**config.mk**
```make
export PLATFORM = sky130hd
export DESIGN_NAME = seq_pattern_tx
export DESIGN_NICKNAME = d
export VERILOG_FILES = /design/src/rtl/seq_tx_pkg.sv /design/src/rtl/seq_tx_shreg.sv /design/src/rtl/seq_pattern_tx.sv
export SDC_FILE = /design/constraint.sdc
export NUM_CORES = 1
export LEC_CHECK = 0
export BUFFER_PORTS_ARGS = -buffer_cell sky130_fd_sc_hd__buf_2
export CORE_MARGIN = 4
export CORE_UTILIZATION = 54
export CTS_BUF_LIST = sky130_fd_sc_hd__clkbuf_16
export CTS_CLUSTER_SIZE = 12
export DETAILED_ROUTE_END_ITERATION = 7
export GPL_ROUTABILITY_DRIVEN = 1
export GPL_TIMING_DRIVEN = 1
export PLACE_DENSITY = 0.87
export SYNTH_ARGS = -nofsm -noshare
export SYNTH_HDL_FRONTEND = slang
export SYNTH_SLANG_ARGS = --single-unit
```
**constraint.sdc**
```tcl
create_clock -name clock -period 2.64 [get_ports clock]
set_input_delay 0.132 -clock clock [delete_from_list [all_inputs] [get_ports clock]]
set_output_delay 0.132 -clock clock [all_outputs]
set_load 0.02 [all_outputs]
```
**src/rtl/seq_tx_pkg.sv**
```systemverilog
// Shared definitions for the serial pattern transmitter: FSM state type and
// the five state encodings used by seq_pattern_tx.
package seq_tx_pkg;

  typedef logic [2:0] state_t;

  localparam state_t ST_IDLE  = 3'b000;
  localparam state_t ST_LOAD  = 3'b001;
  localparam state_t ST_SHIFT = 3'b011;
  localparam state_t ST_GAP   = 3'b010;
  localparam state_t ST_DONE  = 3'b110;

endpackage

```
**src/rtl/seq_tx_shreg.sv**
```systemverilog
// Frame holder for seq_pattern_tx: keeps the latched pattern and length,
// walks a bit index through the frame and flags the final bit.
module seq_tx_shreg #(
  parameter int MAX_LEN = 16,
  parameter int LEN_W   = $clog2(MAX_LEN + 1),
  parameter int IDX_W   = $clog2(MAX_LEN)
) (
  input  logic               clock,
  input  logic               reset,
  input  logic               load,
  input  logic               restart,
  input  logic               advance,
  input  logic [MAX_LEN-1:0] pattern,
  input  logic [LEN_W-1:0]   length,
  output logic               serial_bit,
  output logic               last_bit
);

  logic [MAX_LEN-1:0] pattern_r;
  logic [LEN_W-1:0]   length_r;
  logic [IDX_W-1:0]   idx_r;

  // Capture a new frame on load; otherwise rewind or step the bit index.
  always_ff @(posedge clock or negedge reset) begin
    if (!reset) begin
      pattern_r <= {MAX_LEN{1'b0}};
      length_r  <= {LEN_W{1'b0}};
      idx_r     <= {IDX_W{1'b0}};
    end else if (load) begin
      pattern_r <= pattern;
      length_r  <= length;
      idx_r     <= {IDX_W{1'b0}};
    end else if (restart) begin
      idx_r     <= {IDX_W{1'b0}};
    end else if (advance) begin
      idx_r     <= idx_r + IDX_W'(1);
    end else begin
      idx_r     <= idx_r;
    end
  end

  // length_r is never below 1 while a frame is active, so length-1 fits IDX_W.
  assign serial_bit = pattern_r[idx_r];
  assign last_bit   = (idx_r == IDX_W'(length_r - LEN_W'(1)));

endmodule

```
**src/rtl/seq_pattern_tx.sv**
```systemverilog
// Serial pattern transmitter: loads a frame in parallel and shifts it out
// LSB-first, repeating it repeat_count extra times with GAP_CYCLES idle
// cycles between frames. All outputs decode from registered state.
// Optional feature: define SEQ_TX_ABORT_EN to add the `abort` input.
module seq_pattern_tx
  import seq_tx_pkg::*;
#(
  parameter int MAX_LEN    = 16,
  parameter int LEN_W      = $clog2(MAX_LEN + 1),
  parameter int CW         = 6,
  parameter int GAP_CYCLES = 1
) (
  input  logic               clock,
  input  logic               reset,
  input  logic               start,
  input  logic [MAX_LEN-1:0] pattern,
  input  logic [LEN_W-1:0]   length,
  input  logic [CW-1:0]      repeat_count,
`ifdef SEQ_TX_ABORT_EN
  input  logic               abort,
`endif
  output logic               serial_output,
  output logic               valid_output,
  output logic               busy,
  output logic               done,
  output logic [2:0]         current_state,
  output logic [CW-1:0]      frame_count
);

  localparam int GW = (GAP_CYCLES > 1) ? $clog2(GAP_CYCLES) : 1;

  state_t          state_r, state_s;
  logic [CW-1:0]   rep_r, rep_s;
  logic [GW-1:0]   gap_r, gap_s;
  logic [CW-1:0]   fcnt_r, fcnt_s;
  logic            load_s, restart_s, advance_s;
  logic            abort_s;
  logic            bit_s, last_bit_s;
  logic [LEN_W-1:0] length_clamp_s;

`ifdef SEQ_TX_ABORT_EN
  assign abort_s = abort;
`else
  assign abort_s = 1'b0;
`endif

  assign length_clamp_s = (length > LEN_W'(MAX_LEN)) ? LEN_W'(MAX_LEN) : length;

  seq_tx_shreg #(
    .MAX_LEN (MAX_LEN),
    .LEN_W   (LEN_W)
  ) u_shreg (
    .clock      (clock),
    .reset      (reset),
    .load       (load_s),
    .restart    (restart_s),
    .advance    (advance_s),
    .pattern    (pattern),
    .length     (length_clamp_s),
    .serial_bit (bit_s),
    .last_bit   (last_bit_s)
  );

  // Next-state logic for the FSM, repeat/gap counters and frame counter.
  always_comb begin
    state_s   = state_r;
    rep_s     = rep_r;
    gap_s     = gap_r;
    fcnt_s    = fcnt_r;
    load_s    = 1'b0;
    restart_s = 1'b0;
    advance_s = 1'b0;
    case (state_r)
      ST_IDLE: begin
        if (start && (length != {LEN_W{1'b0}})) begin
          state_s = ST_LOAD;
          load_s  = 1'b1;
          rep_s   = repeat_count;
          fcnt_s  = {CW{1'b0}};
        end else begin
          state_s = ST_IDLE;
        end
      end
      ST_LOAD: begin
        if (abort_s) begin
          state_s = ST_IDLE;
        end else begin
          state_s   = ST_SHIFT;
          restart_s = 1'b1;
        end
      end
      ST_SHIFT: begin
        if (abort_s) begin
          state_s = ST_IDLE;
        end else if (last_bit_s) begin
          fcnt_s = (fcnt_r == {CW{1'b1}}) ? fcnt_r : fcnt_r + CW'(1);
          if (rep_r != {CW{1'b0}}) begin
            rep_s = rep_r - CW'(1);
            if (GAP_CYCLES == 0) begin
              state_s   = ST_SHIFT;
              restart_s = 1'b1;
            end else begin
              state_s = ST_GAP;
              gap_s   = GW'(GAP_CYCLES - 1);
            end
          end else begin
            state_s = ST_DONE;
          end
        end else begin
          advance_s = 1'b1;
        end
      end
      ST_GAP: begin
        if (abort_s) begin
          state_s = ST_IDLE;
        end else if (gap_r == {GW{1'b0}}) begin
          state_s   = ST_SHIFT;
          restart_s = 1'b1;
        end else begin
          gap_s = gap_r - GW'(1);
        end
      end
      ST_DONE: begin
        state_s = ST_IDLE;
      end
      default: begin
        state_s = ST_IDLE;
      end
    endcase
  end

  // State and counter registers.
  always_ff @(posedge clock or negedge reset) begin
    if (!reset) begin
      state_r <= ST_IDLE;
      rep_r   <= {CW{1'b0}};
      gap_r   <= {GW{1'b0}};
      fcnt_r  <= {CW{1'b0}};
    end else begin
      state_r <= state_s;
      rep_r   <= rep_s;
      gap_r   <= gap_s;
      fcnt_r  <= fcnt_s;
    end
  end

  assign valid_output  = (state_r == ST_SHIFT);
  assign serial_output = valid_output & bit_s;
  assign busy          = (state_r != ST_IDLE);
  assign done          = (state_r == ST_DONE);
  assign current_state = state_r;
  assign frame_count   = fcnt_r;

endmodule

```
# After elaboration in Yosys (flattened, before gate mapping)
# Cells that the tools add are included.
# W data, S select, Z words.
# totals
elab_cells,67
ff_bits,40
# classes
n_reduce_logical,12
mux,29
n_bitwise,1
n_eq_ne,11
order_cmp,2
n_addsub,5
# ops
operator,n
$mux W6,6
$pmux W6 S2,2
$mux W4,4
$pmux W3 S4,1
$mux W1,10
$mux W3,3
$reduce_and A4 Y1,2
$add A6 B1 Y6 const B,1
$eq A3 B2 Y1 const B,2
$eq A6 B6 Y1 const B,1
$ne A2 B2 Y1 const B,3
$reduce_bool A3 Y1,2
$reduce_bool A6 Y1,1
$sub A6 B1 Y6 const B,1
$gt A5 B5 Y1 const B,1
$lt A4 B5 Y1 const B,1
$reduce_bool A5 Y1,1
$add A4 B1 Y4 const B,1
$bmux W1 S4,1
$eq A4 B4 Y1,1
$ne A2 B1 Y1 const B,2
$pmux W1 S2,2
$reduce_bool A2 Y1,2
$sub A4 B1 Y4 const B,1
8 further kinds,8

# Longest topological paths before layout
# Gate-level depths: netlist of the first run.
# depth
word_depth,7
ltp_mapped,9
depth_no_buf,8

# Modules after synthesis
# From an unflattened synthesis of the first run, not the netlist that was laid out.
# unflattened
cells_unflattened,189
hier_area_um2,2143.3
# modules_own_cells
mod,instances,area_each_um2,seq_area_each_um2,cells_per_inst
seq_tx_shreg,1,1153.6,600.6,81
seq_pattern_tx,1,989.7,375.4,108

# Worst setup path before layout of the first run
# Ideal clock, no wire load.
# synth_timing
path_kind,flip-flop to flip-flop
startpoint,register state_r[1] (netlist: current_state[1])
endpoint,register u_shreg.pattern_r[10]
path_stages_with_launch,6
n_path_buf,2
required_time_ns,2.515
slack_ns,0.622
t_arrival_ns,1.893
setup_time_ns,0.125
path_cell_list,dfrtp_1 or3_1 or2_2 buf_4 buf_4 mux2_2
# synth_between
elab_chain_cells,2
# synth_rtl
item,line_no,source
"start, declared",seq_pattern_tx.sv:32,"state_t state_r, state_s;"
"start signal, assigned",seq_pattern_tx.sv:140,state_r <= state_s;
$logic_not A3 Y1,seq_pattern_tx.sv:73,case (state_r)
$mux W1,seq_pattern_tx.sv:73,
"end signal, assigned",seq_tx_shreg.sv:26,pattern_r <= {MAX_LEN{1'b0}};
"end signal, assigned",seq_tx_shreg.sv:30,pattern_r <= pattern;
"end, declared",seq_tx_shreg.sv:19,logic [MAX_LEN-1:0] pattern_r;
# No other way between the ends.
# A chain may end at the register's enable or synchronous reset.

# Worst setup path after layout of the first run
# layout_timing
startpoint,register u_shreg.length_r[0]
endpoint,register rep_r[4]
# layout_between
elab_chain_cells,4
# layout_rtl
item,line_no,source
"start, declared",seq_tx_shreg.sv:20,logic [LEN_W-1:0] length_r;
"start signal, assigned",seq_tx_shreg.sv:27,length_r <= {LEN_W{1'b0}};
"start signal, assigned",seq_tx_shreg.sv:31,length_r <= length;
$sub A4 B1 Y4,seq_tx_shreg.sv:44,assign last_bit = (idx_r == IDX_W'(length_r - LEN_W'(1)));
$eq A4 B4 Y1,seq_tx_shreg.sv:44,
$ne A2 B1 Y1 (no line),--,
$reduce_and A4 Y1 (no line),--,
"end signal, assigned",seq_pattern_tx.sv:136,rep_r <= {CW{1'b0}};
"end signal, assigned",seq_pattern_tx.sv:141,rep_r <= rep_s;
"end, declared",seq_pattern_tx.sv:33,"logic [CW-1:0] rep_r, rep_s;"
# No other way between the ends.

==> impl_metrics.ini, run 1 <==
[status]
outcome = complete, no violations

[sta]
clock_skew_ps = 4.53
relSlewSlack_pct = 42.2
setup_viol = 0
post-route-min-period_ps = 2420
fmax_mhz = 413
worst_slew_pin_slew_ps = 867
finalMaxSlewViolations = 0
rsz0062_at_grt = no
fin_crit_sh_pct = 91.7
finalSetupTns_ps = 0
final_hold_viol_count = 0

[setup_path]
crit_start = u_shreg.length_r[0]
cpMaxStageDelayCell = or4_4
crit_path_frequent_cell = xnor2_1
endpoint = rep_r[4]
endpoint_kind = flip-flop
worst-path-stages = 8
cp_max_fo = 12
cp_data_required_time_ps = 2810
path_delay_family = simple AND/OR/NAND/NOR gates
worst-endpoint-arrival_ps = 2590
path_class = flip-flop to flip-flop
r2r_cells = 8
max_stage_delay_ps = 530
worstSetupStartpointType = flip-flop
crit_chain = inv_1 -> ha_1 -> xnor2_1 -> xnor2_1 -> or4_4 -> o21ai_4 -> nand2_1 -> a22o_1
worstReg2RegStart = u_shreg.length_r[0]
r2r_setup_slack_ps = 220
cp_num_buf_inv = 1
rr_endpoint = rep_r[4]

[clocking]
cts_buffer_depth = 2
clock-root-buffer = clkbuf_16
numCtsBuffers = 5
cts_resized = 0
cts.htree.levels = 2
clkSlewWorstSetupHoldPaths_ps = 60
clock-sinks = 39
clock_latency_ps = 280
hold_buffers = 1
post_cts_buffers = 0
cts_tree = yes

[synth]
yosys_warnings = 0
synth_cells = 187
synth_top_cell_area_share_pct = 47.6
yosysSeqAreaShare_pct = 47.6
async_flop_share_pct = 100
synthFlopType = dfrtp_1
syn-mean-instance-area_um2 = 11.0
synth_area_leaders = dfrtp_1, mux2_2, o21ai_0
syn_nets = 221
synth_top_area_cell = dfrtp_1
ys_seq_elements = 39
synth_edf_count = 0
syn_area_um2 = 2050
synthDistinctLibCells = 42

[placement]
portBuffers = 42
gp_congestion = 0.833
dpl.hpwl_mm = 2.94

[floorplanning]
dieArea_um2 = 4850
pin_count = 43
rows = 22
coreArea_um2 = 3660
die_h_um = 69.6
initial_core_util_pct = 56.0
die_width_um = 69.6

[global_route]
grt_pass1_wl_mm = 7.26
grt_usage_pct = 18.8
overflow = 0
grt_pass1_vias = 1599
antenna_found_initial = 0
grt_max_degree = 40

[route]
ant_nets = 0
first_iter_violations = 52
drt_wl_total_mm = 4.05
avgViaCountPerCell = 5.57
wl_met2_mm = 2.02
drt-met1-wl_mm = 1.70
via_count = 1559
met3_wirelength_um = 231
highest_layer = met4
wl_per_cell_um = 14.5
dr.pass1.iters = 4
drc = 0

[final_layout]
antenna_cells = 0
mostFrequentLayoutCells = buf_2, dfrtp_1, o21ai_0, nand2_1, mux2_2
fillers = 296
multiInputGateArea_um2 = 988
layout.nets = 265
syn2layout_area_growth_pct = 21.4
final_util_pct = 68.0
drive_gt1_share_pct = 36.6
seq_area_um2 = 976
mostFrequentLayoutCell = buf_2

[pwr]
ir_drop_v = 0.000530
power_density_nw_per_um2 = 967
p_leak_nw = 1.14

[hold_path]
hold_class = input pin to flip-flop

[job]
drv_cap = 0
[worst register-to-register path, stage by stage (launching register included)]
cell and delay, ps:
dfrtp_1 420, inv_1 70, ha_1 210, xnor2_1 190, xnor2_1 120, or4_4 530, o21ai_4 380, nand2_1 130
a22o_1 250
[worst min path at each step]
stage | from | endpoint | slack (ps) | depth (start not counted)
after floorplan | reset | current_state[0] | -160 | 0
after global placement | reset | rep_r[3] | 290 | 1
after detailed placement | reset | current_state[1] | 300 | 1
after CTS | pattern[10] | u_shreg.pattern_r[10] | 70 | 2
after global routing | pattern[6] | u_shreg.pattern_r[6] | 80 | 2
final | pattern[10] | u_shreg.pattern_r[10] | 70 | 2
[layout make-up]
class                      count  area share, %
multi-input combinational    131           39.7
sequential                    39           39.2
timing repair buffer          46           9.75
clock buffer                   5           5.03
clock inverter                 3           2.71
tap                           48           2.41
inverter                       8           1.21
[flip-flops by register name, summed over array words and instances (netlist names)]
register / count
u_shreg.pattern_r: 16
frame_count: 6
rep_r: 6
u_shreg.idx_r: 4
u_shreg.length_r: 4
current_state: 3
[Yosys cell counts (2+ instances only)]
| library cell | instances |
|---|---|
| buf_4 | 3 |
| nand3_1 | 11 |
| dfrtp_1 | 39 |
| nand2b_1 | 9 |
| o31ai_1 | 4 |
| clkbuf_1 | 2 |
| o211ai_1 | 3 |
| a21oi_2 | 6 |
| nor2_1 | 6 |
| xnor2_1 | 4 |
| ha_1 | 4 |
| buf_2 | 3 |
| inv_1 | 8 |
| mux2_2 | 16 |
| mux4_2 | 4 |
| o21ai_0 | 19 |
| and2_1 | 2 |
| nor3_1 | 3 |
| xor2_1 | 2 |
| nand2_1 | 17 |
[layer usage]
metal,vias to the layer above,global-route usage [%]
li1,756,-
met1,755,22.8
met2,37,30.9
met3,11,5.94
met4,0,7.66
met5,-,0
[cell families (layout without fill, tap and decap cells)]
group / after synthesis / after routing / share of synthesized area [%]
and+or+nand+nor: 60 / 60 / 15.5
AOI/OAI and AO/OA: 39 / 39 / 12.8
DFF: 39 / 39 / 47.6
muxes: 22 / 22 / 14.9
buffers and inverters: 17 / 62 / 4.21
xor gates and xnor gates: 6 / 6 / 2.56
adders and majority gates: 4 / 4 / 2.44
[power by group]
part           internal [W]  switching [W]
Clock              0.000541       0.000240
Combinational      0.000344       0.000406
Sequential         0.000715       0.000162
Total               0.00160       0.000807
[metrics by stage]
step / hold slack (ps) / cell area (µm²) / total power (W) / std cells / setup slack, ps
floorplan: -164 / 2050 / 0.00144 / 187 / 622
global placement: 289 / 2290 / 0.00160 / 271 / 380
detailed placement: 298 / 2290 / 0.00164 / 271 / 264
CTS: 70.3 / 2490 / 0.00243 / 280 / 219
global route: 81.0 / 2490 / 0.00258 / 280 / 0.838
finish: 74.1 / 2490 / 0.00241 / 280 / 220
Power figures use the tool's default switching activity.
==> inputs of run 2 (changes only) <==
--- a/config.mk
+++ b/config.mk
@@ -6,13 +6,16 @@
 export NUM_CORES = 1
 export LEC_CHECK = 0
 export BUFFER_PORTS_ARGS = -buffer_cell sky130_fd_sc_hd__buf_2
+export CELL_PAD_IN_SITES_DETAIL_PLACEMENT = 1
+export CELL_PAD_IN_SITES_GLOBAL_PLACEMENT = 1
 export CORE_MARGIN = 4
-export CORE_UTILIZATION = 54
+export CORE_UTILIZATION = 42
 export CTS_BUF_LIST = sky130_fd_sc_hd__clkbuf_16
 export CTS_CLUSTER_SIZE = 12
 export DETAILED_ROUTE_END_ITERATION = 7
 export GPL_ROUTABILITY_DRIVEN = 1
 export GPL_TIMING_DRIVEN = 1
+export MAX_ROUTING_LAYER = met4
 export PLACE_DENSITY = 0.87
 export SYNTH_ARGS = -nofsm -noshare
 export SYNTH_HDL_FRONTEND = slang
==> impl_metrics.ini, run 2 (synthesis gave the netlist of run 1 again) <==
[status]
outcome = finished with violations
failed_checks = hold timing

[floorplanning]
coreArea_um2 = 4720
die_width_um = 77.9
dieArea_um2 = 6060
rows = 25
initial_core_util_pct = 43.4
pin_count = 43
die_h_um = 77.9

[setup_path]
worst-endpoint-arrival_ps = 2610
path_class = flip-flop to flip-flop
r2r_setup_slack_ps = 200
cp_max_fo = 12
worstSetupStartpointType = flip-flop
endpoint_kind = flip-flop
cp_data_required_time_ps = 2810
r2r_cells = 8
rr_endpoint = rep_r[4]
worstReg2RegStart = u_shreg.length_r[0]

[final_layout]
largest_register_ffs = 16
layout.nets = 264
regMostFlops = u_shreg.pattern_r
seq_area_um2 = 976
finalInstanceArea_um2 = 2470
antenna_cells = 0
mostFrequentLayoutCells = buf_2, dfrtp_1, o21ai_0, nand2_1, mux2_2
mostFrequentLayoutCell = buf_2
multiInputGateArea_um2 = 988
drive_gt1_share_pct = 36.4
fillers = 537
final_util_pct = 52.4
syn2layout_area_growth_pct = 20.7

[sta]
setup_viol = 0
post-route-min-period_ps = 2440
finalMaxSlewViolations = 0
rsz0062_at_grt = no
final_hold_viol_count = 39
relSlewSlack_pct = 41.9
worst_slew_pin_slew_ps = 872
fin_crit_sh_pct = 92.5
whs_ps = -40.5
clock_skew_ps = 4.76
finalSetupTns_ps = 0
fmax_mhz = 410

[clocking]
numCtsBuffers = 5
clock_latency_ps = 290
cts_tree = yes
cts_buffer_depth = 2
clkSlewWorstSetupHoldPaths_ps = 60
clock-root-buffer = clkbuf_16
post_cts_buffers = 0
cts.htree.levels = 2
hold_buffers = 0
cts_resized = 0
clock-sinks = 39

[route]
first_iter_violations = 35
wl_per_cell_um = 15.6
drt_wl_total_mm = 4.65
avgViaCountPerCell = 5.31
drc = 0
ant_nets = 0
via_count = 1581
dr.pass1.iters = 4

[global_route]
grt_pass1_vias = 1663
antenna_found_initial = 0
grt_pass1_wl_mm = 8.14
grt_usage_pct = 18.0
overflow = 0
grt_max_degree = 40

[job]
drv_cap = 0

[pwr]
p_leak_nw = 1.12
power_density_nw_per_um2 = 942
finalPower_w = 0.00233
ir_drop_v = 0.000407

[placement]
dpl.hpwl_mm = 3.34
postPlaceCellArea_um2 = 2310
portBuffers = 42
gp_congestion = 0.814

[hold_path]
hold_class = input pin to asynchronous set/reset pin
==> run 2: how the worst max path moves through the flow <==
| stage | start | end | slack, ps | cells past startpoint |
|---|---|---|---|---|
| global route | u_shreg.length_r[0] | rep_r[4] | 40 | 8 |
| detailed placement | u_shreg.length_r[0] | rep_r[4] | 260 | 8 |
| floorplan | current_state[1] | u_shreg.pattern_r[10] | 620 | 5 |
| finish | u_shreg.length_r[0] | rep_r[4] | 200 | 8 |
| global placement | u_shreg.length_r[0] | rep_r[4] | 370 | 8 |
| CTS | u_shreg.idx_r[0] | serial_output | 160 | 4 |
==> run 2: critical path, cell delays in order (launching register included) <==
cell	delay, ps
dfrtp_1	410
inv_1	70
ha_1	300
xor2_1	220
nand2_1	110
or4_4	470
o21ai_4	400
nand2_1	110
a22o_1	240
==> run 2: layout make-up <==
cell class	count	share of cell area, %
clock buffer	5	5.06
clock inverter	3	1.57
timing repair buffer	45	9.40
inverter	8	1.21
multi-input combinational	131	39.9
sequential	39	39.4
tap	67	3.39
==> run 2: through the flow <==
stage          hold WS [ps]  setup WS, ps  instances
5_1_grt                33.9          40.9        298
4_1_cts               0.784           164        298
2_1_floorplan          -164           622        187
3_5_place_dp            304           256        290
3_3_place_gp            294           367        290
6_report              -40.5           199        298
==> run 2: layer usage <==
metal	GRT usage, %	routed length (µm)	up-vias
met5	-	0	-
met4	8.01	98	0
met3	4.29	212	8
met2	29.0	2360	34
met1	21.2	1970	782
li1	-	-	757
==> run 2: power by group <==
part	leakage, nW	internal (W)	switching (W)
logic	0.573	0.000344	0.000430
registers	0.470	0.000715	0.000166
clock network	0.0812	0.000440	0.000235
==> inputs of run 3 (changes only) <==
--- a/config.mk
+++ b/config.mk
@@ -9,14 +9,14 @@
 export CELL_PAD_IN_SITES_DETAIL_PLACEMENT = 1
 export CELL_PAD_IN_SITES_GLOBAL_PLACEMENT = 1
 export CORE_MARGIN = 4
-export CORE_UTILIZATION = 42
+export CORE_UTILIZATION = 45
 export CTS_BUF_LIST = sky130_fd_sc_hd__clkbuf_16
 export CTS_CLUSTER_SIZE = 12
 export DETAILED_ROUTE_END_ITERATION = 7
 export GPL_ROUTABILITY_DRIVEN = 1
 export GPL_TIMING_DRIVEN = 1
 export MAX_ROUTING_LAYER = met4
-export PLACE_DENSITY = 0.87
+export PLACE_DENSITY = 0.91
 export SYNTH_ARGS = -nofsm -noshare
 export SYNTH_HDL_FRONTEND = slang
 export SYNTH_SLANG_ARGS = --single-unit
==> constraint.sdc (replaced) <==
create_clock -name clock -period 3.1 [get_ports clock]
set_input_delay 0.155 -clock clock [delete_from_list [all_inputs] [get_ports clock]]
set_output_delay 0.155 -clock clock [all_outputs]
set_load 0.02 [all_outputs]
==> impl_metrics.ini, run 3 (synthesis gave the netlist of run 1 again) <==
[job]
drv_cap = 0

[global_route]
antenna_found_initial = 0
met3_usage_pct = 4.35
grt.busiest_layer = met2
grt_usage_pct = 19.3
grt_pass1_wl_mm = 7.91
grt_pass1_vias = 1628
use_met1_pct = 23.1
grt_max_degree = 40
grt_use_met2_pct = 32.8
overflow = 0

[final_layout]
finalInstanceArea_um2 = 2420
syn2layout_area_growth_pct = 18.1
antenna_cells = 0
drive_gt1_share_pct = 36.2
regMostFlops = u_shreg.pattern_r
mostFrequentLayoutCell = buf_2
mostFrequentLayoutCells = buf_2, dfrtp_1, o21ai_0, nand2_1, mux2_2
final_util_pct = 55.3
final_cells = 281
fillers = 491
multiInputGateArea_um2 = 988
largest_register_ffs = 16
layout.nets = 262
seq_area_um2 = 976

[clocking]
cts_resized = 0
numCtsBuffers = 5
hold_buffers = 0
cts_tree = yes
clock-root-buffer = clkbuf_16
clkSlewWorstSetupHoldPaths_ps = 60
clock_latency_ps = 280
cts.htree.levels = 2
cts_buffer_depth = 2
post_cts_buffers = 0
clock-sinks = 39

[sta]
finalMaxSlewViolations = 0
fin_crit_sh_pct = 79.4
fmax_mhz = 406
fin_ws_ps = 640
clock_skew_ps = 6.02
relSlewSlack_pct = 42.0
rsz0062_at_grt = no
whs_ps = -12.5
finalSetupTns_ps = 0
post-route-min-period_ps = 2460
setup_viol = 0
worst_slew_pin_slew_ps = 870
final_hold_viol_count = 27

[setup_path]
r2r_cells = 5
cp_max_fo = 9
endpoint_kind = output port
worstSetupStartpointType = flip-flop
path_class = flip-flop to output port
worstReg2RegStart = current_state[2]
cp_data_required_time_ps = 2940
rr_endpoint = rep_r[4]
r2r_setup_slack_ps = 670
worst-endpoint-arrival_ps = 2310

[route]
drc = 0
wl_per_cell_um = 17.1
avgViaCountPerCell = 5.63
ant_nets = 0
drt_wl_total_mm = 4.81
first_iter_violations = 69
dr.pass1.iters = 4
via_count = 1581

[floorplanning]
dieArea_um2 = 5700
rows = 24
initial_core_util_pct = 46.8
die_width_um = 75.5
die_h_um = 75.5
pin_count = 43
coreArea_um2 = 4380

[pwr]
p_leak_nw = 1.10
ir_drop_v = 0.000354
p_sw_share_pct = 37.2
pwr-share-clk_pct = 26.3
comb_power_share_pct = 34.0
p_int_w = 0.00119
p_switching_w = 0.000708
power_density_nw_per_um2 = 785
seq_power_share_pct = 39.6

[placement]
pre_cts_ws_ps = 659
gp_congestion = 0.791
dpl.hpwl_mm = 3.42
place_inst = 273
postPlaceCellArea_um2 = 2280
portBuffers = 42

[hold_path]
hold_class = input pin to asynchronous set/reset pin

[status]
outcome = finished with violations
failed_checks = hold timing
-- run 3: worst max path at each step --
stage                                start               endpoint  slack, ps  cells past startpoint
after floorplan           current_state[1]  u_shreg.pattern_r[10]       1080                      5
after global placement    current_state[2]               rep_r[4]        790                      5
after detailed placement  current_state[2]               rep_r[4]        660                      5
after CTS                 u_shreg.idx_r[0]          serial_output        600                      4
after global routing      current_state[2]               rep_r[4]        480                      5
final                     u_shreg.idx_r[0]          serial_output        640                      4
-- run 3: cell type report --
| class | instances | share of cell area, % |
|---|---|---|
| clock buffer | 5 | 5.17 |
| clock inverter | 3 | 0.826 |
| inverter | 8 | 1.24 |
| multi-input combinational | 131 | 40.8 |
| sequential | 39 | 40.3 |
| tap | 52 | 2.69 |
| timing repair buffer | 43 | 8.99 |
-- run 3: worst max-delay path: stages (launching register included) --
cell	delay (ps)
dfrtp_1	620
mux4_2	570
mux4_1	510
and2_1	170
buf_2	150
-- run 3: power by group through the flow --
stage          logic (W)  clock network (W)  registers (W)
2_1_floorplan   0.000509                  0       0.000722
3_3_place_gp    0.000618                  0       0.000756
3_5_place_dp    0.000647                  0       0.000766
4_1_cts         0.000657           0.000516       0.000756
5_1_grt         0.000739           0.000542       0.000779
6_report        0.000647           0.000500       0.000753
-- run 3: stage by stage --
stage	hold WS (ps)	power (W)
finish	-12.5	0.00190
global route	57.9	0.00206
CTS	23.1	0.00193
detailed placement	322	0.00141
global placement	313	0.00137
floorplan	-141	0.00123
-- run 3: per-layer routing --
layer  up-vias  part of all wire (%)
met2        34                    54
met1       790                    41
met4         0                  0.60
li1        752                     -
met5         -                     0
met3         5                   4.3
